===== src/rtl/arrow_player_pkg.sv =====
// rtl/arrow_player_pkg.sv - direction codes, arrow bit positions and playback states
package arrow_player_pkg;

    // Direction codes shared with the key-select path.
    localparam logic [2:0] DIR_LEFT  = 3'b000;
    localparam logic [2:0] DIR_DOWN  = 3'b001;
    localparam logic [2:0] DIR_UP    = 3'b010;
    localparam logic [2:0] DIR_RIGHT = 3'b011;
    localparam logic [2:0] DIR_NONE  = 3'b111;

    // Bit positions inside the 4-bit one-hot arrow vector {left, right, up, down}.
    localparam int ARW_LEFT  = 3;
    localparam int ARW_RIGHT = 2;
    localparam int ARW_UP    = 1;
    localparam int ARW_DOWN  = 0;

    typedef enum logic [2:0] {
        ST_IDLE  = 3'd0,
        ST_FETCH = 3'd1,
        ST_LOAD  = 3'd2,
        ST_SHOW  = 3'd3,
        ST_GAP   = 3'd4,
        ST_DONE  = 3'd5
    } state_t;

endpackage


===== src/rtl/arrow_decode.sv =====
// rtl/arrow_decode.sv - combinational direction code to one-hot arrow map
//   code   in  3  direction code
//   arrows out 4  {left, right, up, down}; all zero for DIR_NONE and invalid codes
module arrow_decode
    import arrow_player_pkg::*;
(
    input  logic [2:0] code,
    output logic [3:0] arrows
);

    always_comb begin
        arrows = '0;
        case (code)
            DIR_LEFT:  arrows[ARW_LEFT]  = 1'b1;
            DIR_RIGHT: arrows[ARW_RIGHT] = 1'b1;
            DIR_UP:    arrows[ARW_UP]    = 1'b1;
            DIR_DOWN:  arrows[ARW_DOWN]  = 1'b1;
            default:   arrows = '0;
        endcase
    end

endmodule


===== src/rtl/arrow_player.sv =====
// rtl/arrow_player.sv - timed playback of a stored direction sequence as one-hot arrows
//   clock, resetn          clock and asynchronous active-low reset
//   start, seq_len         start pulse and number of steps (sampled on accepted start)
//   rd_addr, rd_data       sequence memory port (1-cycle read latency)
//   arrow_left/right/up/down  registered one-hot arrow outputs
//   busy, done, step_idx   playback status
module arrow_player
    import arrow_player_pkg::*;
#(
    parameter int ADDR_W      = 5,
    parameter int SHOW_CYCLES = 25000000,
    parameter int GAP_CYCLES  = 12500000,
    parameter int CNT_W       = 26
) (
    input  logic              clock,
    input  logic              resetn,
    input  logic              start,
    input  logic [ADDR_W:0]   seq_len,
    output logic [ADDR_W-1:0] rd_addr,
    input  logic [2:0]        rd_data,
    output logic              arrow_left,
    output logic              arrow_right,
    output logic              arrow_up,
    output logic              arrow_down,
    output logic              busy,
    output logic              done,
    output logic [ADDR_W-1:0] step_idx
);

    localparam logic [ADDR_W:0]  MAX_STEPS = (ADDR_W+1)'(1 << ADDR_W);
    localparam logic [CNT_W-1:0] SHOW_LOAD = CNT_W'(SHOW_CYCLES - 1);
    localparam logic [CNT_W-1:0] GAP_LOAD  = CNT_W'(GAP_CYCLES - 1);

    state_t            state, state_nxt;
    logic [CNT_W-1:0]  timer, timer_nxt;
    logic [ADDR_W-1:0] step_q, step_nxt;
    logic [ADDR_W-1:0] last_idx, last_nxt;
    logic [3:0]        arrows_q, arrows_nxt;
    logic              busy_q, busy_nxt;
    logic              done_q, done_nxt;
    logic [3:0]        dec_arrows;
    logic [ADDR_W:0]   len_m1;

    arrow_decode u_decode (
        .code   (rd_data),
        .arrows (dec_arrows)
    );

    // Playback stores the index of the final step; oversize lengths clamp to
    // the last memory address so the read address never wraps.
    assign len_m1 = seq_len - (ADDR_W+1)'(1);

    always_ff @(posedge clock or negedge resetn) begin
        if (!resetn) begin
            state    <= ST_IDLE;
            timer    <= '0;
            step_q   <= '0;
            last_idx <= '0;
            arrows_q <= '0;
            busy_q   <= 1'b0;
            done_q   <= 1'b0;
        end else begin
            state    <= state_nxt;
            timer    <= timer_nxt;
            step_q   <= step_nxt;
            last_idx <= last_nxt;
            arrows_q <= arrows_nxt;
            busy_q   <= busy_nxt;
            done_q   <= done_nxt;
        end
    end

    always_comb begin
        state_nxt  = state;
        timer_nxt  = timer;
        step_nxt   = step_q;
        last_nxt   = last_idx;
        arrows_nxt = arrows_q;
        busy_nxt   = busy_q;
        done_nxt   = 1'b0;
        case (state)
            ST_IDLE: begin
                if (start) begin
                    if (seq_len != '0) begin
                        last_nxt  = (seq_len > MAX_STEPS) ? '1 : len_m1[ADDR_W-1:0];
                        step_nxt  = '0;
                        busy_nxt  = 1'b1;
                        state_nxt = ST_FETCH;
                    end else begin
                        done_nxt = 1'b1;
                    end
                end
            end
            ST_FETCH: begin
                state_nxt = ST_LOAD;
            end
            ST_LOAD: begin
                arrows_nxt = dec_arrows;
                timer_nxt  = SHOW_LOAD;
                state_nxt  = ST_SHOW;
            end
            ST_SHOW: begin
                if (timer == '0) begin
                    arrows_nxt = '0;
                    timer_nxt  = GAP_LOAD;
                    state_nxt  = ST_GAP;
                end else begin
                    timer_nxt = timer - CNT_W'(1);
                end
            end
            ST_GAP: begin
                if (timer == '0) begin
                    if (step_q == last_idx) begin
                        // done is registered, so it is high exactly during ST_DONE.
                        done_nxt  = 1'b1;
                        state_nxt = ST_DONE;
                    end else begin
                        step_nxt  = step_q + ADDR_W'(1);
                        state_nxt = ST_FETCH;
                    end
                end else begin
                    timer_nxt = timer - CNT_W'(1);
                end
            end
            ST_DONE: begin
                busy_nxt  = 1'b0;
                state_nxt = ST_IDLE;
            end
            default: begin
                state_nxt = ST_IDLE;
            end
        endcase
    end

    // The read address always tracks the step being fetched or shown.
    assign rd_addr     = step_q;
    assign step_idx    = step_q;
    assign arrow_left  = arrows_q[ARW_LEFT];
    assign arrow_right = arrows_q[ARW_RIGHT];
    assign arrow_up    = arrows_q[ARW_UP];
    assign arrow_down  = arrows_q[ARW_DOWN];
    assign busy        = busy_q;
    assign done        = done_q;

endmodule


===== config.mk =====
export PLATFORM = sky130hd
export DESIGN_NAME = arrow_player
export DESIGN_NICKNAME = d
export VERILOG_FILES = /design/src/rtl/arrow_player_pkg.sv /design/src/rtl/arrow_decode.sv /design/src/rtl/arrow_player.sv
export SDC_FILE = /design/constraint.sdc
export NUM_CORES = 1
export LEC_CHECK = 0
export BUFFER_PORTS_ARGS = -buffer_cell sky130_fd_sc_hd__buf_4
export CORE_ASPECT_RATIO = 0.7
export CORE_UTILIZATION = 64
export DETAILED_ROUTE_END_ITERATION = 10
export PLACE_DENSITY = 0.95
export SLEW_MARGIN = 20
export SYNTH_ARGS = -nofsm -noshare
export SYNTH_HDL_FRONTEND = slang
export SYNTH_SLANG_ARGS = --single-unit

===== constraint.sdc =====
create_clock -name clock -period 3.2 [get_ports clock]
set_input_delay 0.64 -clock clock [delete_from_list [all_inputs] [get_ports clock]]
set_output_delay 0.64 -clock clock [all_outputs]
set_load 0.01 [all_outputs]

After elaboration in Yosys (flattened, before gate mapping)
Index checks and enable logic that the tools add are counted.
{"block": "totals", "register_bits": 45, "input_bits": 12, "out_inout_bits": 16}
{"block": "classes", "add_sub_neg": 3, "order_cmp": 1, "n_eq_ne": 15, "mux": 29, "n_reduce_logical": 14}
{"operator": "26-bit one-hot mux with 3 select lines", "n": 1}
{"operator": "26-bit 2-to-1 mux", "n": 2}
{"operator": "26-bit zero test", "n": 1}
{"operator": "26-bit by 1-bit subtractor with 26-bit output, second input constant", "n": 1}
{"operator": "5-bit 2-to-1 mux", "n": 5}
{"operator": "3-bit 2-to-1 mux", "n": 5}
{"operator": "3-bit one-hot mux with 5 select lines", "n": 1}
{"operator": "3-bit by 2-bit equality test with 1-bit output, second input constant", "n": 4}
{"operator": "2-bit inequality test, second input constant", "n": 6}
{"operator": "1-bit 2-to-1 mux", "n": 10}
{"operator": "5-bit one-hot mux with 2 select lines", "n": 1}
{"operator": "4-bit one-hot mux with 2 select lines", "n": 1}
{"operator": "3-bit by 1-bit equality test with 1-bit output, second input constant", "n": 2}
{"operator": "3-bit equality test, second input constant", "n": 2}
{"operator": "6-bit greater-than comparator, second input constant", "n": 1}
{"operator": "3-bit zero test", "n": 2}
{"operator": "3-bit AND reduction", "n": 2}
{"operator": "2-bit nonzero test", "n": 3}
{"operator": "6-bit nonzero test", "n": 1}
{"operator": "5-bit by 1-bit adder with 5-bit output, second input constant", "n": 1}
{"operator": "5-bit equality test", "n": 1}
{"operator": "5-bit AND reduction", "n": 1}
{"operator": "5-bit by 1-bit subtractor with 5-bit output, second input constant", "n": 1}
{"operator": "4-bit 2-to-1 mux", "n": 1}
{"operator": "other kinds (4)", "n": 6}

Longest topological paths before layout
Gate-level depths: netlist of the first run.
{"block": "depth", "depth_word": 4, "ltp_mapped": 9}

Hierarchy
Synthesis of the first run repeated with hierarchy kept, for this count alone.
{"block": "hier_totals", "cells_unflattened": 335, "area_unflattened_um2": 2900.3}
{"mod": "arrow_player", "instances": 1, "cells_per_inst": 331, "area_each_um2": 2870.3, "seq_area_each_um2": 1126.1}
{"mod": "arrow_decode", "instances": 1, "cells_per_inst": 4, "area_each_um2": 30.0, "seq_area_each_um2": 0.0}

Worst setup path before layout of the first run
Ideal clock, no wire load.
{"block": "synth_timing", "path_type": "input -> register", "start": "in seq_len[0]", "end": "reg step_q[2], in the netlist rd_addr[2]", "setup_time_ns": 0.095, "arrival_ns": 2.176, "required_ns": 3.105, "path_slack_ns": 0.928, "stages": 7, "n_path_buf": 1, "cell_sequence": "inv_1 -> ha_1 -> or4b_1 -> o211ai_1 -> clkbuf_1 -> o311ai_1 -> o31ai_1"}
{"block": "synth_via", "elab_chain_cells": 3}
{"element": "start: declaration", "line": "arrow_player.sv:18", "source": "input logic [ADDR_W:0] seq_len,"}
{"element": "6-bit nonzero test", "line": "arrow_player.sv:84", "source": "if (seq_len != '0) begin"}
{"element": "2-bit inequality test (no source line)"}
{"element": "5-bit AND reduction (no source line)"}
{"element": "end signal: assignment", "line": "arrow_player.sv:65", "source": "step_q <= step_nxt;"}
{"element": "end: declaration", "line": "arrow_player.sv:36", "source": "logic [ADDR_W-1:0] step_q, step_nxt;"}
Every way passes these cells.
A chain may end at the register's enable or synchronous reset.

Worst setup path after layout of the first run
{"block": "layout_timing", "start": "reg timer[0]", "end": "reg state[1]"}
{"block": "layout_via", "elab_chain_cells": 3, "word_cells_on_any_way": 4, "classes_between": "eq/ne (2); reduce/logical (2)"}
{"element": "start: declaration", "line": "arrow_player.sv:35", "source": "logic [CNT_W-1:0] timer, timer_nxt;"}
{"element": "start signal: assignment", "line": "arrow_player.sv:64", "source": "timer <= timer_nxt;"}
{"element": "26-bit zero test (*)", "line": "arrow_player.sv:103, arrow_player.sv:112"}
{"element": "2-bit inequality test (no source line)"}
{"element": "4-bit AND reduction (no source line) (*)"}
{"element": "end signal: assignment", "line": "arrow_player.sv:63", "source": "state <= state_nxt;"}
{"element": "end: declaration", "line": "arrow_player.sv:34", "source": "state_t state, state_nxt;"}
Every way passes the cells marked *; elsewhere a longest branch is shown, timed or not.

==> results.cfg, run 1 <==
[final_layout]
fin_area_um2 = 3270
syn2layout_area_growth_pct = 9.84
fin_nets = 356
diodes = 0
layout-drive-gt1-share = 0.167

[clock_network]
hold_buffers = 0
numCtsBuffers = 5
clk_path_buf_depth = 2
cts_root_buf = clkbuf_8
cts.repair.resized = 0
clkSinkCount = 45
clock_latency_ps = 320
clk_pin_slew_ps = 90
htreeDepth = 2
cts_tree = yes
postCtsSetupBuffers = 0

[power]
ir_drop_v = 0.000278
combPwrFrac = 0.041
p_int_w = 0.000783
powerDensity_nw_per_um2 = 310
p_sw_w = 0.000232
p_seq_frac = 0.563
swShare = 0.229
power_frac_clock = 0.397
leakagePower_nw = 1.33

[die]
rows = 20
dieArea_um2 = 4930
die_y_um = 59.1
core-area_um2 = 4400
floorplan.initialDensity = 0.676
die_x_um = 83.5
pin_count = 28

[synth]
synth_area_leaders = dfrtp_1, o31ai_1, nand3_1, a21oi_1, or4_1
synth_cell_types = 68
syn-mean-instance-area_um2 = 9.16
synth_seq_cells = 45
synth_enable_flop_cells = 0
yosysSeqAreaShare = 0.378
synth.most_common_cell = dfrtp_1
synth_nets = 341
yosysWarnings = 0
synthArstFlopShare = 1.00
synth_top_area_cell = dfrtp_1
synth_area_um2 = 2980
synth_top_flop_cell = dfrtp_1
synth_top_cell_area_share = 0.378
synth_common_cells = dfrtp_1, nor2_1, nand2_1
synthCells = 325

[setup_path]
r2r_cells = 7
reg2reg_slack_ps = 570
r2r-start = timer[0]
endpoint = state[1]
cp.required_ps = 3370
arrival_ps = 2800
worstSetupPathType = reg2reg
startpoint = timer[0]
crit_fanout = 11
start_kind = register
cp-end-kind = register
r2r-end = state[1]

[detailed_routing]
drt.antenna.violating_nets = 0
drt-initial-drc-count = 229
viasPerCell = 6.96
drc = 0
wl_per_cell_um = 18.8
first_pass_iters = 5
wirelength_um = 7460
vias = 2758

[place]
placed_cell_area_um2 = 3170
numPortBuffers = 27
gp_congestion = 0.917
post-dp-hpwl_um = 5210
place_ws_ps = 647

[run]
cap_violations = 0

[global_routing]
grt_max_degree = 46
overflow = 0
grt_util_met2 = 0.493
grt_pass1_vias = 2543
grt_usage = 0.326
grt_busiest_layer = met2
grtUsageMet3 = 0.0877
grt_pass1_wl_um = 12400
use_met1 = 0.452
antenna_found_initial = 0

[timing]
fin_tns_setup_ps = 0
setup_viol = 0
hold_viol = 0
period_share = 0.823
slew-limit-headroom = 0.430
slew_violations = 0
worst_pin_slew_ps = 854
grt_setup_unrepaired = no
setup_ws_ps = 566
period_needed_ps = 2630
finClkSkew_ps = 7.40
fmax_ghz = 0.380

[worst_hold_path]
min_path_type = in2async

[outcome]
status = finished, final reports clean
## through the flow
| step | cells | utilization | hold WS [ps] | power [W] |
|---|---|---|---|---|
| 2_1_floorplan | 325 | - | 344 | 0.000595 |
| 3_3_place_gp | 388 | 0.719 | 481 | 0.000623 |
| 3_5_place_dp | 388 | 0.719 | 486 | 0.000625 |
| 4_1_cts | 396 | 0.742 | 334 | 0.00101 |
| 5_1_grt | 396 | 0.742 | 364 | 0.00104 |
| 6_report | 396 | 0.742 | 309 | 0.00102 |
## critical path, cell delays in order, from the launching register on
cell and delay (ps):
dfrtp_1 460, inv_1 90, ha_1 180, nor2b_1 350
and4_1 480, nand3_1 450, nor2_1 330, a211oi_1 120
## placed cells by master (no fill, tap or decap), types with 9 or more instances in the layout
master	n
inv_1	14
nor2_1	17
o31ai_1	10
buf_4	32
nand2_1	16
or4_1	9
nand3_1	15
dfrtp_1	45
o21ai_0	12
nor3_1	13
a21oi_1	14
## sequential cells by signal, indices dropped and copies added (netlist names)
register  count
state         3
done          1
rd_addr       5
timer        26
last_idx      5
busy          1
arrows_q      4
## power groups by stage
stage / logic [W] / registers (W) / clock network (W)
after floorplan: 0.0000112 / 0.000583 / 0
after global placement: 0.0000408 / 0.000582 / 0
after detailed placement: 0.0000423 / 0.000582 / 0
after CTS: 0.0000425 / 0.000571 / 0.000399
after global routing: 0.0000476 / 0.000571 / 0.000425
final: 0.0000415 / 0.000571 / 0.000403
## cells by family after synthesis
group | synth area share
flip-flops | 0.378
buffers and inverters | 0.0588
AO/OA/AOI/OAI | 0.241
adder cells (fa/ha/maj) | 0.0168
XOR/XNOR | 0.0235
multiplexers | 0.0105
AND/OR/NAND/NOR | 0.271
## layout make-up
class,instances,area (um2)
clock buffers,7,96.3
flip-flops and latches,45,1130
clock inverters,1,5.00
fillers,329,1130
well taps,55,68.8
inverters,14,52.6
multi-input cells,242,1680
repair buffers,32,240
## routing by layer
layer / vias up / wire (um) / part of all wire
li1: 1276 / - / -
met1: 1304 / 3340 / 0.45
met2: 154 / 3310 / 0.44
met3: 24 / 651 / 0.087
met4: 0 / 157 / 0.021
met5: - / 0 / 0
## worst min path at each step
stage | end | depth (start not counted)
floorplan | arrows_q[0] | 0
global placement | last_idx[1] | 1
detailed placement | arrows_q[2] | 1
CTS | timer[19] | 1
global route | timer[7] | 1
finish | timer[12] | 1
(Power assumes the default switching activity.)
==> run 2, diff against run 1 <==
- ABC_AREA: not set -> 1
- CORE_UTILIZATION: 64 -> 53
- PLACE_DENSITY: 0.95 -> 0.88
- clock period: 3.2 -> 2.29 ns (I/O delays scaled with it)
==> run 2 against run 1 <==
  * Clock skew decreased by 1.7 ps
  * Clock power grew 39%
  * Critical path depth up 2
  * Register-to-register slack lost 310 ps
  * Routed wire length fell by 10%
  * Worst setup slack worse by 310 ps
  * Sequential power rose by 100%
  * Count of clock-buffer cells in the layout stayed put
  * Non-clock buffer count is 1 lower
  * Largest cell class unchanged
  * Largest power group is now combinational logic
  * Highest routed layer unchanged
==> results.cfg, run 2 <==
[outcome]
status = finished, final reports clean

[clock_network]
numCtsBuffers = 5
cts_tree = yes
clk_pin_slew_ps = 80
htreeDepth = 2
clock_latency_ps = 310
cts.repair.resized = 0
hold_buffers = 0
postCtsSetupBuffers = 0
clkSinkCount = 45
cts_root_buf = clkbuf_8
clk_path_buf_depth = 2

[synth]
synth_top_cell_area_share = 0.394
synth_common_cells = nand2_1, nor2_1, dfrtp_1
synth_top_flop_cell = dfrtp_1
synth_area_leaders = dfrtp_1, nand2_1, nand3_1, nor2_1, inv_1
synth_area_um2 = 2860
synth_mux_area_frac = 0
yosysWarnings = 0
synth_seq_cells = 45
synth_top_family_by_area = simple AND/OR/NAND/NOR gates
synth_nets = 394
synth_xor_area_frac = 0.0460
synth-simple-area-share = 0.339
synthArstFlopShare = 1.00
syn-mean-instance-area_um2 = 7.55
synth_top_area_cell = dfrtp_1
synthAdderAreaFrac = 0.0175
yosysSeqAreaShare = 0.394
synth_compound_area_frac = 0.108
synthCells = 378
synth_enable_flop_cells = 0
synth.most_common_cell = nand2_1
synth_cell_types = 35

[setup_path]
worstSetupPathType = reg2reg
r2r-start = timer[0]
start_kind = register
startpoint = timer[0]
crit_fanout = 23
cpPeakStageDelay_ps = 410
crit_chain = inv_1 -> ha_1 -> nand2_1 -> nor2_2 -> nand4_2 -> nand2_4 -> inv_4 -> nand3b_1 -> nand3_1
cp-end-kind = register
arrival_ps = 2230
path_buf_inv = 2
cp.required_ps = 2490
cp_slowest_cell = dfrtp_1
crit_family = simple AND/OR/NAND/NOR gates

[detailed_routing]
viasPerCell = 5.45
top_layer = met4
drc = 0
drt.antenna.violating_nets = 0
first_pass_iters = 5
wl_per_cell_um = 14.1
wl_met1_um = 3290
wl_met2_um = 2860
wl_met3_um = 466
vias = 2587
wirelength_um = 6700
drt-initial-drc-count = 283

[place]
gp_congestion = 0.870
post-dp-hpwl_um = 5060
numPortBuffers = 27

[final_layout]
fillers = 396
layout_common_cells = nand2_1, nor2_1, dfrtp_1
final_common_cell = nand2_1
syn2layout_area_growth_pct = 11.4
top_register = timer
largest_reg_flops = 26
layout-drive-gt1-share = 0.170
diodes = 0
fin_nets = 421

[timing]
fin_tns_setup_ps = 0
period_share = 0.890
fmax_ghz = 0.491
worst_pin_slew_ps = 566
period_needed_ps = 2040
slew-limit-headroom = 0.623
setup_viol = 0
hold_viol = 0
slew_violations = 0
finClkSkew_ps = 5.73
grt_setup_unrepaired = no

[power]
ir_drop_v = 0.000733
powerDensity_nw_per_um2 = 941
leakagePower_nw = 1.47
p_total_w = 0.00299

[die]
core-area_um2 = 4970
rows = 21
die_x_um = 89.7
die_y_um = 63.4
pin_count = 28
floorplan.initialDensity = 0.575
dieArea_um2 = 5690

[global_routing]
antenna_found_initial = 0
grt_max_degree = 46
grt_usage = 0.260
overflow = 0
grt_pass1_wl_um = 11600
grt_pass1_vias = 2479

[worst_hold_path]
min_path_type = in2async

[run]
cap_violations = 0
==> run 2: cell count changes in the layout (fill, tap and decap cells not counted), sizes merged, moves of 10 or more <==
cell,delta
a21oi,-10
inv,+33
nand2,+66
nand3,+24
nor2,+41
nor4,-10
o21ai,+14
o31ai,-10
==> run 2: metal layers <==
layer / global-route usage / up-vias
met5: 0 / -
met4: 0.0717 / 0
met3: 0.0556 / 10
met2: 0.397 / 84
met1: 0.373 / 1207
li1: - / 1286
==> run 2: area by class of cell <==
cell class | instances | area, um2 | share of cell area
repair buffers | 31 | 233 | 0.0731
flip-flops and latches | 45 | 1130 | 0.354
multi-input cells | 275 | 1460 | 0.458
well taps | 69 | 86.3 | 0.0271
clock buffers | 7 | 96.3 | 0.0303
inverters | 47 | 179 | 0.0562
clock inverters | 1 | 5.00 | 0.00157
==> run 2: worst paths after layout <==
kind	to	slack (ps)	depth (start not counted)
max	timer[18]	250	9
min	timer[3]	140	1
max reg2reg	timer[18]	250	9
min reg2reg	busy	490	1
max in group asynchronous	rd_addr[1]	1770	1
min in group clock	last_idx[0]	340	2
==> run 2: cell families (layout without fill, tap and decap cells) <==
| logic type | after synthesis | count (layout) |
|---|---|---|
| simple gates | 205 | 205 |
| buf+inv | 58 | 86 |
| compound gates | 51 | 51 |
| flops | 45 | 45 |
| xor+xnor | 15 | 15 |
| fa+ha+maj | 4 | 4 |
==> run 2: where the power goes <==
group	internal, W	switching [W]
Sequential	0.000975	0.000175
Combinational	0.000422	0.000864
Clock	0.000273	0.000286
Total	0.00167	0.00133
==> run 2: through the flow <==
stage	instances	instance area (um2)	hold slack, ps	utilization	setup slack [ps]
finish	475	3180	139	0.641	252
global route	475	3180	179	0.641	82.7
CTS	475	3180	158	0.641	284
detailed placement	467	3080	475	0.620	312
global placement	467	3080	470	0.620	400
floorplan	378	2860	162	-	612
